File: src/rtl/ring_count_monitor_if.sv
// rtl/ring_count_monitor_if.sv - ring bus observation and monitor status signals
interface ring_count_monitor_if #(
    parameter int WIDTH     = 4,
    parameter int IDXW      = 2,
    parameter int ERR_CNT_W = 8
);
    logic [WIDTH-1:0]     ring_in;
    logic                 ring_valid;
    logic                 clear_err;
    logic [IDXW-1:0]      idx;
    logic                 idx_valid;
    logic                 onehot_err;
    logic                 seq_err;
    logic                 wrap;
    logic                 locked;
    logic [ERR_CNT_W-1:0] err_count;

    modport master (
        output ring_in, ring_valid, clear_err,
        input  idx, idx_valid, onehot_err, seq_err, wrap, locked, err_count
    );

    modport slave (
        input  ring_in, ring_valid, clear_err,
        output idx, idx_valid, onehot_err, seq_err, wrap, locked, err_count
    );
endinterface

File: src/rtl/ring_count_monitor.sv
// rtl/ring_count_monitor.sv - one-hot rotate-right ring counter checker with lock and error count
module ring_count_monitor #(
    parameter int WIDTH     = 4,
    parameter int IDXW      = 2,
    parameter int LOCK_CNT  = 4,
    parameter int ERR_CNT_W = 8
) (
    input  logic                 clk,
    input  logic                 rst,
    ring_count_monitor_if.slave  bus
);
    localparam int GW = 4;
    localparam logic [GW-1:0] LOCK_TARGET = GW'(LOCK_CNT);

    typedef enum logic [1:0] {
        SEARCH  = 2'd0,
        ACQUIRE = 2'd1,
        LOCKED  = 2'd2
    } state_t;

    state_t               state_q, state_d;
    logic [WIDTH-1:0]     prev_q, prev_d;
    logic [GW-1:0]        good_q, good_d;
    logic [IDXW-1:0]      idx_q, idx_d;
    logic                 idx_valid_q, idx_valid_d;
    logic                 onehot_err_q, onehot_err_d;
    logic                 seq_err_q, seq_err_d;
    logic                 wrap_q, wrap_d;
    logic                 locked_q, locked_d;
    logic [ERR_CNT_W-1:0] err_q, err_d;

    logic [IDXW:0]        ones;
    logic [IDXW-1:0]      enc;
    logic                 legal;
    logic [WIDTH-1:0]     expected;
    logic                 match;

    always_comb begin
        ones = '0;
        enc  = '0;
        for (int i = 0; i < WIDTH; i++) begin
            if (bus.ring_in[i]) begin
                ones = ones + 1'b1;
                enc  = i[IDXW-1:0];
            end
        end
        legal    = (ones == 1);
        expected = {prev_q[0], prev_q[WIDTH-1:1]};
        match    = legal && (bus.ring_in == expected);
    end

    always_comb begin
        state_d      = state_q;
        prev_d       = prev_q;
        good_d       = good_q;
        idx_d        = idx_q;
        idx_valid_d  = 1'b0;
        onehot_err_d = 1'b0;
        seq_err_d    = 1'b0;
        wrap_d       = 1'b0;
        err_d        = err_q;

        if (bus.ring_valid) begin
            if (legal) begin
                idx_d       = enc;
                idx_valid_d = 1'b1;
                prev_d      = bus.ring_in;
            end
            wrap_d = (state_q != SEARCH) && prev_q[0] && match;

            case (state_q)
                SEARCH: begin
                    if (legal) begin
                        state_d = ACQUIRE;
                        good_d  = '0;
                    end else begin
                        onehot_err_d = 1'b1;
                    end
                end
                ACQUIRE: begin
                    if (!legal) begin
                        onehot_err_d = 1'b1;
                        state_d      = SEARCH;
                    end else if (match) begin
                        good_d = good_q + 1'b1;
                        if (good_q + 1'b1 == LOCK_TARGET) state_d = LOCKED;
                    end else begin
                        seq_err_d = 1'b1;
                        good_d    = '0;
                    end
                end
                LOCKED: begin
                    if (!legal) begin
                        onehot_err_d = 1'b1;
                        state_d      = SEARCH;
                    end else if (!match) begin
                        seq_err_d = 1'b1;
                        state_d   = ACQUIRE;
                        good_d    = '0;
                    end
                end
                default: state_d = SEARCH;
            endcase
        end

        // Clear wins over a coincident error; the count sticks at all-ones
        if (bus.clear_err) begin
            err_d = '0;
        end else if ((onehot_err_d || seq_err_d) && (err_q != {ERR_CNT_W{1'b1}})) begin
            err_d = err_q + 1'b1;
        end

        locked_d = (state_d == LOCKED);
    end

    always_ff @(posedge clk or posedge rst) begin
        if (rst) begin
            state_q      <= SEARCH;
            prev_q       <= '0;
            good_q       <= '0;
            idx_q        <= '0;
            idx_valid_q  <= 1'b0;
            onehot_err_q <= 1'b0;
            seq_err_q    <= 1'b0;
            wrap_q       <= 1'b0;
            locked_q     <= 1'b0;
            err_q        <= '0;
        end else begin
            state_q      <= state_d;
            prev_q       <= prev_d;
            good_q       <= good_d;
            idx_q        <= idx_d;
            idx_valid_q  <= idx_valid_d;
            onehot_err_q <= onehot_err_d;
            seq_err_q    <= seq_err_d;
            wrap_q       <= wrap_d;
            locked_q     <= locked_d;
            err_q        <= err_d;
        end
    end

    assign bus.idx        = idx_q;
    assign bus.idx_valid  = idx_valid_q;
    assign bus.onehot_err = onehot_err_q;
    assign bus.seq_err    = seq_err_q;
    assign bus.wrap       = wrap_q;
    assign bus.locked     = locked_q;
    assign bus.err_count  = err_q;
endmodule

File: src/flat_wrapper.sv
// flat-port wrapper written by rule: the top's interface ports become plain ports
module ring_count_monitor_flat 
#(
    parameter int WIDTH     = 4,
    parameter int IDXW      = 2,
    parameter int LOCK_CNT  = 4,
    parameter int ERR_CNT_W = 8
)
  (clk, rst, bus_ring_in, bus_ring_valid, bus_clear_err, bus_idx, bus_idx_valid, bus_onehot_err, bus_seq_err, bus_wrap, bus_locked, bus_err_count);
  ring_count_monitor_if #(.WIDTH(WIDTH), .IDXW(IDXW), .ERR_CNT_W(ERR_CNT_W)) bus_i ();
  input  logic clk;
  input  logic rst;
  input wire logic [$bits(bus_i.ring_in)-1:0] bus_ring_in;
  input wire logic [$bits(bus_i.ring_valid)-1:0] bus_ring_valid;
  input wire logic [$bits(bus_i.clear_err)-1:0] bus_clear_err;
  output wire logic [$bits(bus_i.idx)-1:0] bus_idx;
  output wire logic [$bits(bus_i.idx_valid)-1:0] bus_idx_valid;
  output wire logic [$bits(bus_i.onehot_err)-1:0] bus_onehot_err;
  output wire logic [$bits(bus_i.seq_err)-1:0] bus_seq_err;
  output wire logic [$bits(bus_i.wrap)-1:0] bus_wrap;
  output wire logic [$bits(bus_i.locked)-1:0] bus_locked;
  output wire logic [$bits(bus_i.err_count)-1:0] bus_err_count;
  assign bus_i.ring_in = bus_ring_in;
  assign bus_i.ring_valid = bus_ring_valid;
  assign bus_i.clear_err = bus_clear_err;
  assign bus_idx = bus_i.idx;
  assign bus_idx_valid = bus_i.idx_valid;
  assign bus_onehot_err = bus_i.onehot_err;
  assign bus_seq_err = bus_i.seq_err;
  assign bus_wrap = bus_i.wrap;
  assign bus_locked = bus_i.locked;
  assign bus_err_count = bus_i.err_count;
  ring_count_monitor #(.WIDTH(WIDTH), .IDXW(IDXW), .LOCK_CNT(LOCK_CNT), .ERR_CNT_W(ERR_CNT_W)) u_core (.clk(clk), .rst(rst), .bus(bus_i));
endmodule
File: config.mk
export PLATFORM = sky130hd
export DESIGN_NAME = ring_count_monitor_flat
export DESIGN_NICKNAME = d
export VERILOG_FILES = /design/src/rtl/ring_count_monitor_if.sv /design/src/rtl/ring_count_monitor.sv /design/src/flat_wrapper.sv
export SDC_FILE = /design/constraint.sdc
export NUM_CORES = 1
export LEC_CHECK = 0
export CAP_MARGIN = 20
export CORE_MARGIN = 3
export CORE_UTILIZATION = 45
export CTS_CLUSTER_DIAMETER = 40
export DETAILED_ROUTE_END_ITERATION = 16
export PLACE_DENSITY = 0.68
export SLEW_MARGIN = 10
export SYNTH_ARGS = -nofsm -noshare
export SYNTH_HDL_FRONTEND = slang
export SYNTH_SLANG_ARGS = --single-unit
File: constraint.sdc
create_clock -name clk -period 2.5 [get_ports clk]
set_input_delay 0.375 -clock clk [delete_from_list [all_inputs] [get_ports clk]]
set_output_delay 0.375 -clock clk [all_outputs]
set_load 0.01 [all_outputs]
# After elaboration in Yosys (flattened, before gate mapping)
# Cells that the tools add are included.
# word_totals
register_bits	25
in_bits	8
output_inout_bits	15
word_cells	72
# classes
addsub	5
n_eq_ne	11
muxes	33
reduce_logical	13
# op_table
op	count
2-to-1 mux 4 bit	5
2-to-1 mux 2 bit	9
2-to-1 mux 8 bit	2
2-to-1 mux 1 bit	12
one-hot mux 4 bit (3 select lines)	1
2-to-1 mux 3 bit	3
adder 8 x 1 -> 8 bit, second input constant	1
inequality test 8 bit, second input constant	1
adder 3 x 1 -> 3 bit, second input constant	2
inequality test 2 x 1 -> 1 bit, second input constant	3
one-hot mux 2 bit (3 select lines)	1
AND reduction 6 bit	1
adder 4 x 1 -> 4 bit, second input constant	1
equality test 2 bit, second input constant	2
equality test 4 x 3 -> 1 bit, second input constant	1
equality test 4 bit	1
logical AND 1 bit	4
nonzero test 2 bit	2
equality test 3 x 1 -> 1 bit, second input constant	1
nonzero test 3 bit	1
OR reduction 3 bit	1
adder 1 x 1 -> 2 bit, second input constant	1
equality test 2 x 1 -> 1 bit, second input constant	1
zero test 2 bit	1
other kinds (4)	4

# Logic depth before layout (Yosys ltp)
# logic_depth
depth_word	17
mapped_depth	12
depth_no_buf	11

# Worst setup path before layout
# Ideal clock, no wire load.
# synth_path
path_kind	input to register
startpoint	input port bus_ring_in[0]
endpoint	register u_core.err_q[6], in the netlist u_core.bus.err_count[6]
setup_ns	0.078
t_arrival_ns	2.939
required_ns	2.422
setup_slack_ns	-0.517
cell_stages	11
n_path_buf	1
cell_sequence	inv_1 > ha_1 > xor2_1 > ha_1 > and2b_4 > or4b_4 > a211oi_2 > nor2_1 > buf_6 > or4_1 > a21oi_1
# synth_via
elab_chain_len	16
elab_cells_between_ends	20
cone_classes	3 x add/sub; 2 x eq/ne; 11 x mux; 4 x reduce/logical
# synth_rtl
item	line	source
start, declared	flat_wrapper.sv:13	input wire logic [$bits(bus_i.ring_in)-1:0] bus_ring_in;
2-to-1 mux 1 bit	ring_count_monitor.sv:42	if (bus.ring_in[i]) begin
adder 1 x 1 -> 2 bit	ring_count_monitor.sv:43	ones = ones + 1'b1;
2-to-1 mux 3 bit	ring_count_monitor.sv:42	
adder 3 x 1 -> 3 bit	ring_count_monitor.sv:43	
2-to-1 mux 3 bit	ring_count_monitor.sv:42	
adder 3 x 1 -> 3 bit	ring_count_monitor.sv:43	
2-to-1 mux 3 bit	ring_count_monitor.sv:42	
equality test 3 x 1 -> 1 bit	ring_count_monitor.sv:47	legal = (ones == 1);
logical AND 1 bit	ring_count_monitor.sv:49	match = legal && (bus.ring_in == expected);
2-to-1 mux 1 bit	ring_count_monitor.sv:84, ring_count_monitor.sv:96	
2-to-1 mux 1 bit	ring_count_monitor.sv:81	if (!legal) begin
2-to-1 mux 1 bit	--	
2-to-1 mux 1 bit	ring_count_monitor.sv:63	if (bus.ring_valid) begin
logical OR 1 bit (*)	ring_count_monitor.sv:109	end else if ((onehot_err_d || seq_err_d) && (err_q != {ERR_CNT_W{1'b1}})) begin
logical AND 1 bit (*)	ring_count_monitor.sv:109	
nonzero test 2 bit (no source line) (*)	--	
end signal, assigned	ring_count_monitor.sv:138	err_q <= err_d;
end, declared	ring_count_monitor.sv:30	logic [ERR_CNT_W-1:0] err_q, err_d;
# Every way passes the cells marked *; elsewhere a longest branch is shown, timed or not.
# A chain may end at the register's enable or synchronous reset.

# Final worst setup path
# layout_path
startpoint	input port bus_ring_in[0]
endpoint	register u_core.err_q[5], in the netlist u_core.bus.err_count[5]
# Same word-level chain as after synthesis.

==> flow_summary.toml <==
[setup_path]
startpoint_type = "primary input"
crit_arrival_ns = 2.83
crit_chain = "buf_12 > inv_12 > ha_4 > xor2_1 > ha_1 > and2b_4 > or4b_4 > a211oi_4 > nor2_4 > or4_4 > a21oi_2"
slowest_stage = "or4_4"
crit_type = "primary input to flop"
critPathMaxStageDelay_ns = 0.49
r2r_setup_slack_ns = 0.07
ff2ff_path_depth = 7
r2r-start = "u_core.state_q[0]"
worstSetupEndpointType = "flop"
required_ns = 2.75
crit_cells = 11
endpoint = "u_core.bus.err_count[5]"
cp_top_family = "simple AND/OR/NAND/NOR gates"
worst-path-max-fanout = 5
startpoint = "bus_ring_in[0]"
r2r-end = "u_core.bus.err_count[5]"
crit_buf_inv = 2

[cells_and_area]
fillCellCount = 266
num-nets-final = 226
final_util_pct = 69.3
final_cell_mix = "25 x dfrtp_1, 21 x buf_4, 19 x clkdlybuf4s50_1"
n_antenna_cell = 0
syn_to_final_growth_pct = 43.0
final_common_cell = "dfrtp_1"
drive_gt1_share_pct = 30.0
finish.instance_area_mm2 = 0.00218

[clock_tree]
hold_buffers = 0
cts_max_path_buffers = 2
cts-root-buf = "clkbuf_4"
cts_made_buffers = 3
clkSinkCount = 25
tritoncts = "built"
insertion_delay_ns = 0.31
clk_pin_slew_ns = 0.14
htreeDepth = 1

[floorplanning]
coreArea_mm2 = 0.00315
dieHeight_um = 64.3
num_io_pins = 23
die_w_um = 64.3
rows = 20
die-area_mm2 = 0.00413
initial_core_util_pct = 48.5

[route]
wl_per_cell_um = 14.5
route.met3.wl_um = 110
dr.pass1.iters = 4
vias = 1383
avgViaCountPerCell = 5.51
wl_mm = 3.64
drtAntennaViolNets = 0
route.detailed.drc = 0
drt-met1-wl_mm = 1.65
drt_iter0_markers = 41
met2WireLength_mm = 1.87
top_layer_used = "met4"

[synthesis]
ys_ff_latch = 25
syn_inst = 162
synth_cell_types = 45
synth_area_mm2 = 0.00153
ys.flop_type = "dfrtp_1"
ys_seq_area_share_pct = 41.0
synth_nets = 180
synth_edf_count = 0
syn_avg_cell_area_um2 = 9.43
async_reset_ff_share_pct = 100
yosys_warnings = 0

[placed_design]
place_ws_ns = -0.929
io_buffer_count = 22
dp_hpwl_mm = 2.57
placed_area_mm2 = 0.00198
gp_congestion = 0.905

[pwr]
power_mw = 1.28
power_leakage_nw = 0.923
vdd_drop_max_uv = 331
power_density_mw_per_mm2 = 587

[sta]
min_period_ns = 2.58
setup_viol = 6
drv_slew = 0
fin_crit_sh_pct = 103
slew_headroom_pct = 71.7
tightest_slew_ns = 0.418
fin_skew_ns = 0.00516
clock.fmax_ghz = 0.387
layout_setup_ws_ns = -0.0807
hold_violations = 0
rsz0062_at_grt = "true"

[job]
drv_cap = 0

[global_route]
grt_pass1_wl_mm = 6.32
grt.total_usage_pct = 18.8
grt_overflow_total = 0
grt_max_degree = 26
antenna_found_initial = 0
grt_pass1_vias = 1439

[outcome]
violations = "setup timing"
status = "finished, violations left"

[hold_path]
hold_path.class = "primary input to flop"
worst min-delay path, stage by stage:
cell and delay (ns):
buf_12 0.11, inv_12 0.04, o21ai_0 0.07
cell families (layout without fill, tap and decap cells):
group	after synthesis	in the layout	synth area share [%]
AOI/OAI and AO/OA	43	43	18.5
xor gates and xnor gates	10	10	5.73
adders and majority gates	10	10	8.19
buffers and inverters	16	61	5.00
DFF	25	25	41.0
muxes	2	2	1.39
and+or+nand+nor	56	56	20.2
area by class of cell:
cell class,count,area [µm²],area share (%)
clock buffer,4,26.3,1.20
inverter,10,55.1,2.52
multi-input combinational,121,985,45.1
sequential,25,626,28.6
tap,44,55.1,2.52
timing repair buffer,47,438,20.0
per-stage QoR:
step,hold WS (ns),cells,setup TNS (ns)
CTS,0.371,253,-1.89
floorplan,0.402,162,-1.09
detailed placement,0.477,246,-17.95
finish,0.317,251,-0.334
global placement,0.463,246,-17.37
global route,0.303,251,-0.780
how the worst min path moves through the flow:
stage	start	to	slack (ns)	cells after the start
global route	bus_ring_in[0]	u_core.prev_q[0]	0.30	3
floorplan	rst	u_core.bus.err_count[0]	0.40	1
global placement	u_core.bus.idx[0]	u_core.bus.idx[0]	0.46	2
CTS	bus_ring_in[1]	u_core.prev_q[1]	0.37	3
detailed placement	u_core.bus.idx[0]	u_core.bus.idx[0]	0.48	2
finish	bus_ring_in[0]	u_core.prev_q[0]	0.32	3
flip-flops by register name, summed over array words and instances (netlist names), 2 cells and up:
name,flops
u_core.state_q,2
u_core.bus.idx,2
u_core.prev_q,4
u_core.bus.err_count,8
u_core.good_q,4
cell usage after synthesis, types with 2 or more instances:
cell,instances,area share (%)
nand4_1,2,0.82
o31ai_1,5,2.5
nor3b_1,2,0.98
nor2b_1,2,0.82
or4_1,3,1.5
ha_1,10,8.2
o21ai_0,14,4.6
dfrtp_1,25,41
a22o_1,2,1.1
clkbuf_1,2,0.49
nor2_1,10,2.5
xnor2_1,8,4.6
and4_1,2,1.1
xor2_1,2,1.1
a211oi_1,3,1.5
or3_1,2,0.82
a31oi_1,2,0.82
nand2_1,17,4.2
nand3_1,6,2.0
buf_6,2,1.5
inv_1,10,2.5
a21oi_1,8,2.6
metal layers:
layer / track usage (%) / up-vias
met5: 0 / -
met4: 3.96 / 0
met3: 2.46 / 2
met2: 31.7 / 30
met1: 25.6 / 673
li1: - / 678
power by group:
group	internal [mW]	switching [mW]	leakage [nW]	total (mW)
clock	0.0622	0.120	0.0150	0.182
combinational	0.276	0.290	0.575	0.566
sequential	0.474	0.0593	0.334	0.534
total	0.813	0.469	0.923	1.28
timing repair:
item,CTS,global route
endpoints found under the setup margin,24,22
setup buffers,3,1
pin swaps,12,13
resized for setup,28,24
cloned,0,0
(Power assumes the default switching activity.)
